## src/rtl/icache_dm_pkg.sv

```systemverilog
// ----------------------------------------------------------------------------
// icache_dm_pkg
// Shared types for the direct-mapped instruction cache.
//   addr_t / instr_t   default-width address and instruction types
//   icache_state_t     refill controller states (IDLE, FILL)
//   safe_w()           clamps a derived field width to at least one bit so
//                      zero-width fields (e.g. one word per line) still give
//                      legal vector declarations
// ----------------------------------------------------------------------------
package icache_dm_pkg;

    localparam int ADDR_W_DEF = 32;
    localparam int DATA_W_DEF = 32;

    typedef logic [ADDR_W_DEF-1:0] addr_t;
    typedef logic [DATA_W_DEF-1:0] instr_t;

    typedef enum logic {
        IDLE = 1'b0,
        FILL = 1'b1
    } icache_state_t;

    function automatic int safe_w(input int w);
        return (w < 1) ? 1 : w;
    endfunction

endpackage

```

## src/rtl/icache_dm_array.sv

```systemverilog
// ----------------------------------------------------------------------------
// icache_dm_array
// Tag, valid and data storage for the direct-mapped instruction cache.
// Ports:
//   clk, nrst                     clock, async active-low reset (valid bits only)
//   rd_idx, rd_off                asynchronous read address (set, word in line)
//   rd_valid, rd_tag, rd_data     read results
//   data_we, wr_idx, wr_off,      data word write port
//   wr_data
//   tag_we, wr_valid, wr_tag      tag + valid write for line wr_idx
//   inval_en, inval_idx           clear one valid bit
//   clear_all                     clear every valid bit (wins over other writes)
// Data and tag arrays are not reset: a line is only ever read through its
// valid bit, which is.
// ----------------------------------------------------------------------------
module icache_dm_array
    import icache_dm_pkg::*;
#(
    parameter int SETS           = 16,
    parameter int WORDS_PER_LINE = 4,
    parameter int DATA_W         = 32,
    parameter int TAG_W          = 24,
    parameter int IDX_W          = 4,
    parameter int OFF_SW         = 2
) (
    input  logic              clk,
    input  logic              nrst,
    input  logic [IDX_W-1:0]  rd_idx,
    input  logic [OFF_SW-1:0] rd_off,
    output logic              rd_valid,
    output logic [TAG_W-1:0]  rd_tag,
    output logic [DATA_W-1:0] rd_data,
    input  logic              data_we,
    input  logic [IDX_W-1:0]  wr_idx,
    input  logic [OFF_SW-1:0] wr_off,
    input  logic [DATA_W-1:0] wr_data,
    input  logic              tag_we,
    input  logic              wr_valid,
    input  logic [TAG_W-1:0]  wr_tag,
    input  logic              inval_en,
    input  logic [IDX_W-1:0]  inval_idx,
    input  logic              clear_all
);

    logic [SETS-1:0]   valid_q, valid_d;
    logic [TAG_W-1:0]  tag_q  [SETS];
    logic [TAG_W-1:0]  tag_d  [SETS];
    logic [DATA_W-1:0] data_q [SETS][WORDS_PER_LINE];
    logic [DATA_W-1:0] data_d [SETS][WORDS_PER_LINE];

    assign rd_valid = valid_q[rd_idx];
    assign rd_tag   = tag_q[rd_idx];
    assign rd_data  = data_q[rd_idx][rd_off];

    always_comb begin
        valid_d = valid_q;
        if (inval_en) valid_d[inval_idx] = 1'b0;
        if (tag_we)   valid_d[wr_idx]    = wr_valid;
        // A flush must never be undone by a line completing in the same cycle.
        if (clear_all) valid_d = '0;
    end

    always_comb begin
        tag_d = tag_q;
        if (tag_we) tag_d[wr_idx] = wr_tag;
    end

    always_comb begin
        data_d = data_q;
        if (data_we) data_d[wr_idx][wr_off] = wr_data;
    end

    always_ff @(posedge clk or negedge nrst) begin
        if (!nrst) valid_q <= '0;
        else       valid_q <= valid_d;
    end

    always_ff @(posedge clk) begin
        tag_q  <= tag_d;
        data_q <= data_d;
    end

endmodule

```

## src/rtl/icache_dm.sv

```systemverilog
// ----------------------------------------------------------------------------
// icache_dm
// Direct-mapped, read-only instruction cache with burst line refill.
// Ports:
//   clk, nrst            clock, asynchronous active-low reset
//   cpu_req, cpu_addr    fetch request and byte address (bits [1:0] ignored)
//   cpu_rdata, cpu_ready instruction and same-cycle hit indication
//   flush                one-cycle pulse invalidating the whole cache
//   mem_req, mem_addr    refill word request (level) and word-aligned address
//   mem_ack, mem_rdata   one-cycle completion pulse and refill data
//   dbg_state            current controller state
// Handshake: in FILL, mem_req stays high with a stable mem_addr until a cycle
// with mem_ack=1; that cycle transfers mem_rdata for the current word. The
// fetch side sees a transfer in any cycle where cpu_req=1 and cpu_ready=1.
// ----------------------------------------------------------------------------
module icache_dm
    import icache_dm_pkg::*;
#(
    parameter int ADDR_W         = ADDR_W_DEF,
    parameter int DATA_W         = DATA_W_DEF,
    parameter int SETS           = 16,
    parameter int WORDS_PER_LINE = 4
) (
    input  logic              clk,
    input  logic              nrst,
    input  logic              cpu_req,
    input  logic [ADDR_W-1:0] cpu_addr,
    output logic [DATA_W-1:0] cpu_rdata,
    output logic              cpu_ready,
    input  logic              flush,
    output logic              mem_req,
    output logic [ADDR_W-1:0] mem_addr,
    input  logic              mem_ack,
    input  logic [DATA_W-1:0] mem_rdata,
    output icache_state_t     dbg_state
);

    localparam int OFF_W  = $clog2(WORDS_PER_LINE);
    localparam int IDX_W  = $clog2(SETS);
    localparam int TAG_W  = ADDR_W - IDX_W - OFF_W - 2;
    localparam int OFF_SW = safe_w(OFF_W);

    // ------------------------------------------------------------------
    // Address split
    // ------------------------------------------------------------------
    logic [TAG_W-1:0]  cpu_tag;
    logic [IDX_W-1:0]  cpu_idx;
    logic [OFF_SW-1:0] cpu_off;

    assign cpu_tag = TAG_W'(cpu_addr >> (IDX_W + OFF_W + 2));
    assign cpu_idx = IDX_W'(cpu_addr >> (OFF_W + 2));
    // With one word per line there is no offset field at all.
    assign cpu_off = (OFF_W == 0) ? '0 : OFF_SW'(cpu_addr >> 2);

    // ------------------------------------------------------------------
    // Controller state
    // ------------------------------------------------------------------
    icache_state_t     state_q, state_d;
    logic [OFF_SW-1:0] cnt_q, cnt_d;
    logic [TAG_W-1:0]  line_tag_q, line_tag_d;
    logic [IDX_W-1:0]  line_idx_q, line_idx_d;
    logic              flush_pending_q, flush_pending_d;

    // Array interface
    logic              rd_valid;
    logic [TAG_W-1:0]  rd_tag;
    logic [DATA_W-1:0] rd_data;
    logic              data_we;
    logic              tag_we;
    logic              wr_valid;
    logic              inval_en;
    logic              clear_all;

    logic in_idle, in_fill, hit, miss, cnt_last, last_ack;

    assign in_idle  = (state_q == IDLE);
    assign in_fill  = (state_q == FILL);
    assign cnt_last = (cnt_q == OFF_SW'(WORDS_PER_LINE - 1));
    assign last_ack = in_fill & mem_ack & cnt_last;

    // A flush in this very cycle suppresses the hit so no stale word escapes.
    assign hit  = in_idle & cpu_req & rd_valid & (rd_tag == cpu_tag)
                  & ~flush_pending_q & ~flush;
    assign miss = in_idle & cpu_req & ~hit;

    assign cpu_ready = hit;
    assign cpu_rdata = hit ? rd_data : '0;

    assign mem_req  = in_fill;
    assign mem_addr = in_fill
                      ? ((ADDR_W'(line_tag_q) << (IDX_W + OFF_W + 2))
                         | (ADDR_W'(line_idx_q) << (OFF_W + 2))
                         | (ADDR_W'(cnt_q) << 2))
                      : '0;

    assign dbg_state = state_q;

    // Array write controls
    assign data_we   = in_fill & mem_ack;
    assign tag_we    = last_ack;
    // A flush seen at any point of the refill, including the final ack
    // cycle, leaves the freshly filled line invalid.
    assign wr_valid  = ~(flush_pending_q | flush);
    assign inval_en  = miss;
    assign clear_all = (in_idle & flush) | (last_ack & (flush_pending_q | flush));

    always_comb begin
        state_d         = state_q;
        cnt_d           = cnt_q;
        line_tag_d      = line_tag_q;
        line_idx_d      = line_idx_q;
        flush_pending_d = flush_pending_q;
        case (state_q)
            IDLE: begin
                if (miss) begin
                    state_d    = FILL;
                    line_tag_d = cpu_tag;
                    line_idx_d = cpu_idx;
                    cnt_d      = '0;
                end
            end
            FILL: begin
                if (flush) flush_pending_d = 1'b1;
                if (mem_ack) begin
                    if (cnt_last) begin
                        cnt_d           = '0;
                        state_d         = IDLE;
                        flush_pending_d = 1'b0;
                    end else begin
                        cnt_d = cnt_q + 1'b1;
                    end
                end
            end
            default: state_d = IDLE;
        endcase
    end

    always_ff @(posedge clk or negedge nrst) begin
        if (!nrst) begin
            state_q         <= IDLE;
            cnt_q           <= '0;
            line_tag_q      <= '0;
            line_idx_q      <= '0;
            flush_pending_q <= 1'b0;
        end else begin
            state_q         <= state_d;
            cnt_q           <= cnt_d;
            line_tag_q      <= line_tag_d;
            line_idx_q      <= line_idx_d;
            flush_pending_q <= flush_pending_d;
        end
    end

    icache_dm_array #(
        .SETS           (SETS),
        .WORDS_PER_LINE (WORDS_PER_LINE),
        .DATA_W         (DATA_W),
        .TAG_W          (TAG_W),
        .IDX_W          (IDX_W),
        .OFF_SW         (OFF_SW)
    ) u_array (
        .clk       (clk),
        .nrst      (nrst),
        .rd_idx    (cpu_idx),
        .rd_off    (cpu_off),
        .rd_valid  (rd_valid),
        .rd_tag    (rd_tag),
        .rd_data   (rd_data),
        .data_we   (data_we),
        .wr_idx    (line_idx_q),
        .wr_off    (cnt_q),
        .wr_data   (mem_rdata),
        .tag_we    (tag_we),
        .wr_valid  (wr_valid),
        .wr_tag    (line_tag_q),
        .inval_en  (inval_en),
        .inval_idx (cpu_idx),
        .clear_all (clear_all)
    );

endmodule

```

## config.mk

```make
export PLATFORM = sky130hd
export DESIGN_NAME = icache_dm
export DESIGN_NICKNAME = d
export VERILOG_FILES = /design/src/rtl/icache_dm_pkg.sv /design/src/rtl/icache_dm_array.sv /design/src/rtl/icache_dm.sv
export SDC_FILE = /design/constraint.sdc
export NUM_CORES = 2
export LEC_CHECK = 0
export CELL_PAD_IN_SITES_DETAIL_PLACEMENT = 1
export CELL_PAD_IN_SITES_GLOBAL_PLACEMENT = 2
export CORE_ASPECT_RATIO = 1.5
export CORE_MARGIN = 4
export CORE_UTILIZATION = 51
export CTS_CLUSTER_SIZE = 24
export DETAILED_ROUTE_END_ITERATION = 12
export GPL_TIMING_DRIVEN = 1
export PLACE_DENSITY_LB_ADDON = 0.1
export SYNTH_ARGS = -nofsm -noshare
export SYNTH_HDL_FRONTEND = slang
export SYNTH_HIERARCHICAL = 1
export SYNTH_SLANG_ARGS = --single-unit
```

## constraint.sdc

```tcl
create_clock -name clk -period 5.93 [get_ports clk]
set_clock_uncertainty 0.05 [all_clocks]
set_input_delay 0.8895 -clock clk [delete_from_list [all_inputs] [get_ports clk]]
set_output_delay 0.8895 -clock clk [all_outputs]
set_load 0.005 [all_outputs]
```

# ---- Word-level counts from Yosys, hierarchy flattened
# Cells that the tools add are included.
dict set report op_classes {
  n_addsub 1
  mul 0
  div 0
  n_lt_le_gt_ge 10
  n_eq_ne 4
  n_shift 0
  n_mux 40
  bitwise_logic 25
  reduce_logical 6
}
# op n
set ops {}
lappend ops {{$bwmux 2048} 1}
lappend ops {{$bmux 128 s4} 1}
lappend ops {{$demux 128 s4} 1}
lappend ops {{$bwmux 384} 1}
lappend ops {{$mux 128} 3}
lappend ops {{$mux 32} 5}
lappend ops {{$bmux 24 s4} 1}
lappend ops {{$demux 24 s4} 1}
lappend ops {{$mux 24} 3}
lappend ops {{$bmux 32 s2} 1}
lappend ops {{$demux 32 s2} 1}
lappend ops {{$mux 16} 3}
lappend ops {{$or 32x4->32} 1}
lappend ops {{$or 32x8->32} 1}
lappend ops {{$eq 24x24->1} 1}
lappend ops {{$and 16x16->16} 1}
lappend ops {{$bwmux 16} 1}
lappend ops {{$not 16->16} 1}
lappend ops {{$and 1x1->1} 10}
lappend ops {{$ge 5x5->1 const B} 2}
lappend ops {{$lt 4x5->1 const B} 2}
lappend ops {{$not 4->5} 2}
lappend ops {{$mux 1} 9}
lappend ops {{$demux 1 s4} 2}
lappend ops {{16 further kinds} 31}
dict set report word_totals {
  register_bits 2480
  latchBits 0
  ram_bits 0
  rom_bits 0
  inputBits 69
  output_inout_bits 67
  elab_cells 172
  n_memories 0
}

# ---- Depth between registers and ports, before layout
dict set report logic_depth {
  ltp_word 14
  ltp_mapped 19
  depth_no_buf 14
}

# ---- Cells and area by module
# The synthesis kept the hierarchy.
# module n_inst cells_per_inst area_per_inst_um2 seq_area_each_um2
set modules_own_cells {}
lappend modules_own_cells {icache_dm_array 1 4027 93490.9 73430.4}
lappend modules_own_cells {icache_dm 1 196 2069.5 800.8}

# ---- Worst setup path after synthesis
# OpenSTA, ideal clock, no wires.
dict set report synth_path {
  path_kind {input to output}
  startpoint {input port cpu_addr[5]}
  endpoint {output port cpu_rdata[22]}
  t_arrival_ns 3.858
  required_ns 4.990
  path_slack_ns 1.133
  path_stages 12
  path_buffers 5
  cell_sequence {buf_2 > buf_2 > buf_2 > clkbuf_1 > mux4_2 > mux4_2 > xor2_1 > nor4_1 > nand3_1 > nor4_2 > clkbuf_1 > and2_1}
}
dict set report synth_between {
  elab_chain_cells 9
  word_cells_on_any_way 18
  cone_classes {eq/ne: 1; mux: 12; bitwise: 5}
}
# element line_no
set synth_rtl {}
lappend synth_rtl {{start, declared} icache_dm.sv:27} ;# input logic [ADDR_W-1:0] cpu_addr,
lappend synth_rtl {{$not 4->5 (implied by the code)} icache_dm_array.sv:52} ;# assign rd_tag = tag_q[rd_idx];
lappend synth_rtl {{$bmux 24 s4} icache_dm_array.sv:52}
lappend synth_rtl {{$mux 24 (implied by the code) (2 in a row)} icache_dm_array.sv:52}
lappend synth_rtl {{named net rd_tag[15]} icache_dm.sv:66} ;# logic [TAG_W-1:0] rd_tag;
lappend synth_rtl {{$eq 24x24->1} icache_dm.sv:82} ;# assign hit = in_idle & cpu_req & rd_valid & (rd_tag == cpu_tag)
lappend synth_rtl {{$and 1x1->1} icache_dm.sv:82}
lappend synth_rtl {{$and 1x1->1 (2 in a row)} icache_dm.sv:83} ;# & ~flush_pending_q & ~flush;
lappend synth_rtl {{named net cpu_ready} icache_dm.sv:29} ;# output logic cpu_ready,
lappend synth_rtl {{$mux 32} icache_dm.sv:87} ;# assign cpu_rdata = hit ? rd_data : '0;
lappend synth_rtl {{end, declared} icache_dm.sv:28} ;# output logic [DATA_W-1:0] cpu_rdata,
# The timed path passes the listed nets, and every way through them passes these cells. The select of a mux whose other input is x is not followed.

# ---- Worst setup path after layout
dict set report layout_path {
  startpoint {input port cpu_addr[4]}
  endpoint {output port cpu_rdata[15]}
}
dict set report layout_between {
  elab_chain_cells 9
  word_cells_on_any_way 18
  cone_classes {eq/ne: 1; mux: 12; bitwise: 5}
}
# element line_no
set layout_rtl {}
lappend layout_rtl {{$not 4->5 (implied by the code)} icache_dm_array.sv:52}
lappend layout_rtl {{$bmux 24 s4} icache_dm_array.sv:52}
lappend layout_rtl {{$mux 24 (implied by the code) (2 in a row)} icache_dm_array.sv:52}
lappend layout_rtl {{named net rd_tag[22]} icache_dm.sv:66}
lappend layout_rtl {{$eq 24x24->1} icache_dm.sv:82}
lappend layout_rtl {{$and 1x1->1} icache_dm.sv:82}
lappend layout_rtl {{$and 1x1->1 (2 in a row)} icache_dm.sv:83}
lappend layout_rtl {{$mux 32} icache_dm.sv:87}
# The timed path passes the listed nets, and every way through them passes these cells. The select of a mux whose other input is x is not followed.

==> flow_metrics.tcl <==
set metrics [dict create \
    post-synth-top-area-fraction 0.764 \
    cts.path.max_buffers 4 \
    cp-start-kind "input port" \
    initial_core_util 0.513 \
    place.gp.congestion 0.784 \
    final_hold_viol_count 0 \
    layout.cells.non_filler 7298 \
    num_vias 47000 \
    antenna_found_initial 9 \
    layout_commonest_cell "edfxtp_1" \
    postSynthCellCount 4223 \
    critPathKind "in2out" \
    ant_nets 0 \
    max_slew_margin 0.162 \
    synth_edf_count 2432 \
    first_global_vias 49400 \
    area_delta_synth_final_pct 13.7 \
    dr.first_iter.drc_count 5025 \
    crit_required_ns 4.99 \
    drive_gt1_frac 0.293 \
    final_cell_mix "edfxtp_1, mux4_2, buf_4, clkbuf_16, o22ai_1" \
    overflow 0 \
    grt_use_total 0.282 \
    routed_via_density 6.44 \
    drc 0 \
    crit_fanout 22 \
    num-fill-cells 15500 \
    peakVddDrop_uv 303 \
    drt-wirelength-per-cell_um 37.3 \
    cts_tree "built" \
    slowest_delay_ns 0.53 \
    total_power_mw 38.6 \
    multi_input_area_um2 20200 \
    p_sw_frac 0.232 \
    ys_seq_elements 2480 \
    yosys.area.top_type "edfxtp_1" \
    p_int_mw 29.6 \
    num_rows 194 \
    path_clk_slew_ns 0.06 \
    rsz0062_at_grt "false" \
    worstPathCellList "buf_12, buf_12, mux4_2, mux4_2, xor2_1, nor4_1, nand3_1, nor4_4, buf_4, buf_12, buf_12, and2_1, clkdlybuf4s50_1" \
    fin_crit_sh 0.961 \
    finalMaxSlewViolations 0 \
    min_period_ns 5.70 \
    synth_area_leaders "edfxtp_1, mux4_2, dfrtp_1" \
    worst_slew_pin_slew_ns 1.26 \
    postSynthAreaPerCell_um2 22.6 \
    synthDistinctLibCells 58 \
    dp_cells 6877 \
    syn_area_um2 95600 \
    clock_sink_count 2480 \
    power.switching_mw 8.97 \
    hpwl_um 163000 \
    ys_async_sr_fraction 0.0194 \
    die_area_um2 195000 \
    clock.fmax_ghz 0.176 \
    nets 4731 \
    clock_power_share 0.377 \
    path_common_cell "buf_12" \
    p_leak_nw 34.3 \
    p_per_area_nw_per_um2 355 \
    regArea_um2 74200 \
    port_buffers 131 \
    cts_buffers 231 \
    synth_warnings 6 \
    grt_pass1_wl_um 384000 \
    ios 136 \
    ys.flop_type "edfxtp_1" \
    cts_root_buf "clkbuf_16" \
    ys_seq_area_frac 0.777 \
    setup-violations-final 0 \
    routed_wirelength_um 273000 \
    path_buf_inv 6 \
    critPathTopFamily "buffers and inverters" \
    critPathSlowestCell "mux4_2" \
    grt_max_degree 69 \
    hp-class "in2async" \
    first_pass_iters 5 \
    maxCapViolCount 0 \
    fp.coreArea_um2 186000 \
    die_w_um 361 \
    pwr-share-comb 0.085 \
    clkLatencyLatePin_ns 0.85 \
    critPathCaptureType "output port" \
    power_frac_seq 0.538 \
    cts_max_level 4 \
    status "completed" \
    crit_arrival_ns 4.76 \
    die_h_um 538 \
]
-- state kept, by name, indices dropped and copies added (netlist names) --
register and count:
u_array/data_q 2048, u_array/tag_q 384, line_tag_q 24, u_array/valid_q 16, line_idx_q 4, cnt_q 2
dbg_state 1, flush_pending_q 1
-- power by group through the flow --
stage                     clock network [mW]  registers [mW]  logic [mW]
final                                   14.6            20.8        3.27
after global placement                     0            21.1        3.26
after detailed placement                   0            21.2        3.30
after CTS                               14.8            20.8        3.31
after floorplan                            0            20.9        1.65
after global routing                    15.6            20.9        3.42
-- through the flow --
step	setup TNS, ns	util	worst slack, ns	hold WS, ns	instance area, um2
floorplan	0	-	1.13	0.445	95600
global placement	-0.277	0.543	-0.0588	0.493	101000
detailed placement	-0.835	0.543	-0.0920	0.523	101000
CTS	0	0.583	0.0727	0.103	109000
global route	0	0.583	0.0692	0.151	109000
finish	0	0.583	0.233	0.123	109000
-- area by class of cell --
| class | count | area share |
|---|---|---|
| Tap cell | 2450 | 0.0282 |
| Clock buffer | 275 | 0.0555 |
| Inverter | 7 | 0.000242 |
| Timing Repair Buffer | 441 | 0.0352 |
| Clock inverter | 142 | 0.0117 |
| Sequential cell | 2480 | 0.683 |
| Multi-Input combinational cell | 1500 | 0.186 |
| Antenna cell | 3 | 0.0000691 |
-- cell usage after synthesis, drive strengths merged (2+ instances only) --
cell type,instances
nand4,3
nand2b,14
clkbuf,70
o221ai,36
a22o,6
and2,70
or2,4
nor3,32
or4,2
or3b,6
a32oi,6
dfrtp,48
nand3b,6
mux4,610
o22ai,140
o21a,6
and3,16
nor2,118
a211oi,7
mux2i,99
nor4,33
buf,167
a21oi,64
o21ai,24
o22a,23
mux2,34
inv,7
edfxtp,2432
nand3,16
a22oi,6
xor2,23
a311oi,6
nor2b,17
a31oi,6
nand2,58
-- cells by family after synthesis --
family | Yosys count | synth area share
other | 1 | 0.0000392
and+or+nand+nor | 398 | 0.0215
muxes | 743 | 0.159
adders and majority gates | 1 | 0.000131
buffers and inverters | 244 | 0.0175
xor gates and xnor gates | 24 | 0.00220
DFF | 2480 | 0.777
AOI/OAI and AO/OA | 332 | 0.0230
-- path summary, 6_finish.rpt --
check,cells after the start,end,slack (ns),startpoint
setup / recovery,13,cpu_rdata[15],0.23,cpu_addr[4]
hold / removal,2,line_tag_q[22]$_DFFE_PN0P_,0.12,nrst
setup reg to reg,12,u_array/valid_q[3]$_DFF_PN0_,1.84,u_array/tag_q[122]$_DFFE_PP_
hold reg to reg,2,flush_pending_q$_DFFE_PN0P_,0.53,flush_pending_q$_DFFE_PN0P_
max in group asynchronous,2,u_array/valid_q[6]$_DFF_PN0_,5.16,nrst
min in group clk,2,flush_pending_q$_DFFE_PN0P_,0.53,flush_pending_q$_DFFE_PN0P_
-- metal layers --
metal	track usage	share of wire
met1	0.364	0.38
met2	0.498	0.53
met3	0.0363	0.059
met4	0.0999	0.039
met5	0	0.00018
-- timing repair --
item / 4_1_cts / 5_1_grt
gates resized for setup: 0 / 3
buffers inserted: 1 / 0
pin swaps: 1 / 1
hold buffers: 0 / 0
endpoints found under the setup margin: 17 / 5
No activity file was read; power rests on OpenSTA's default activity.
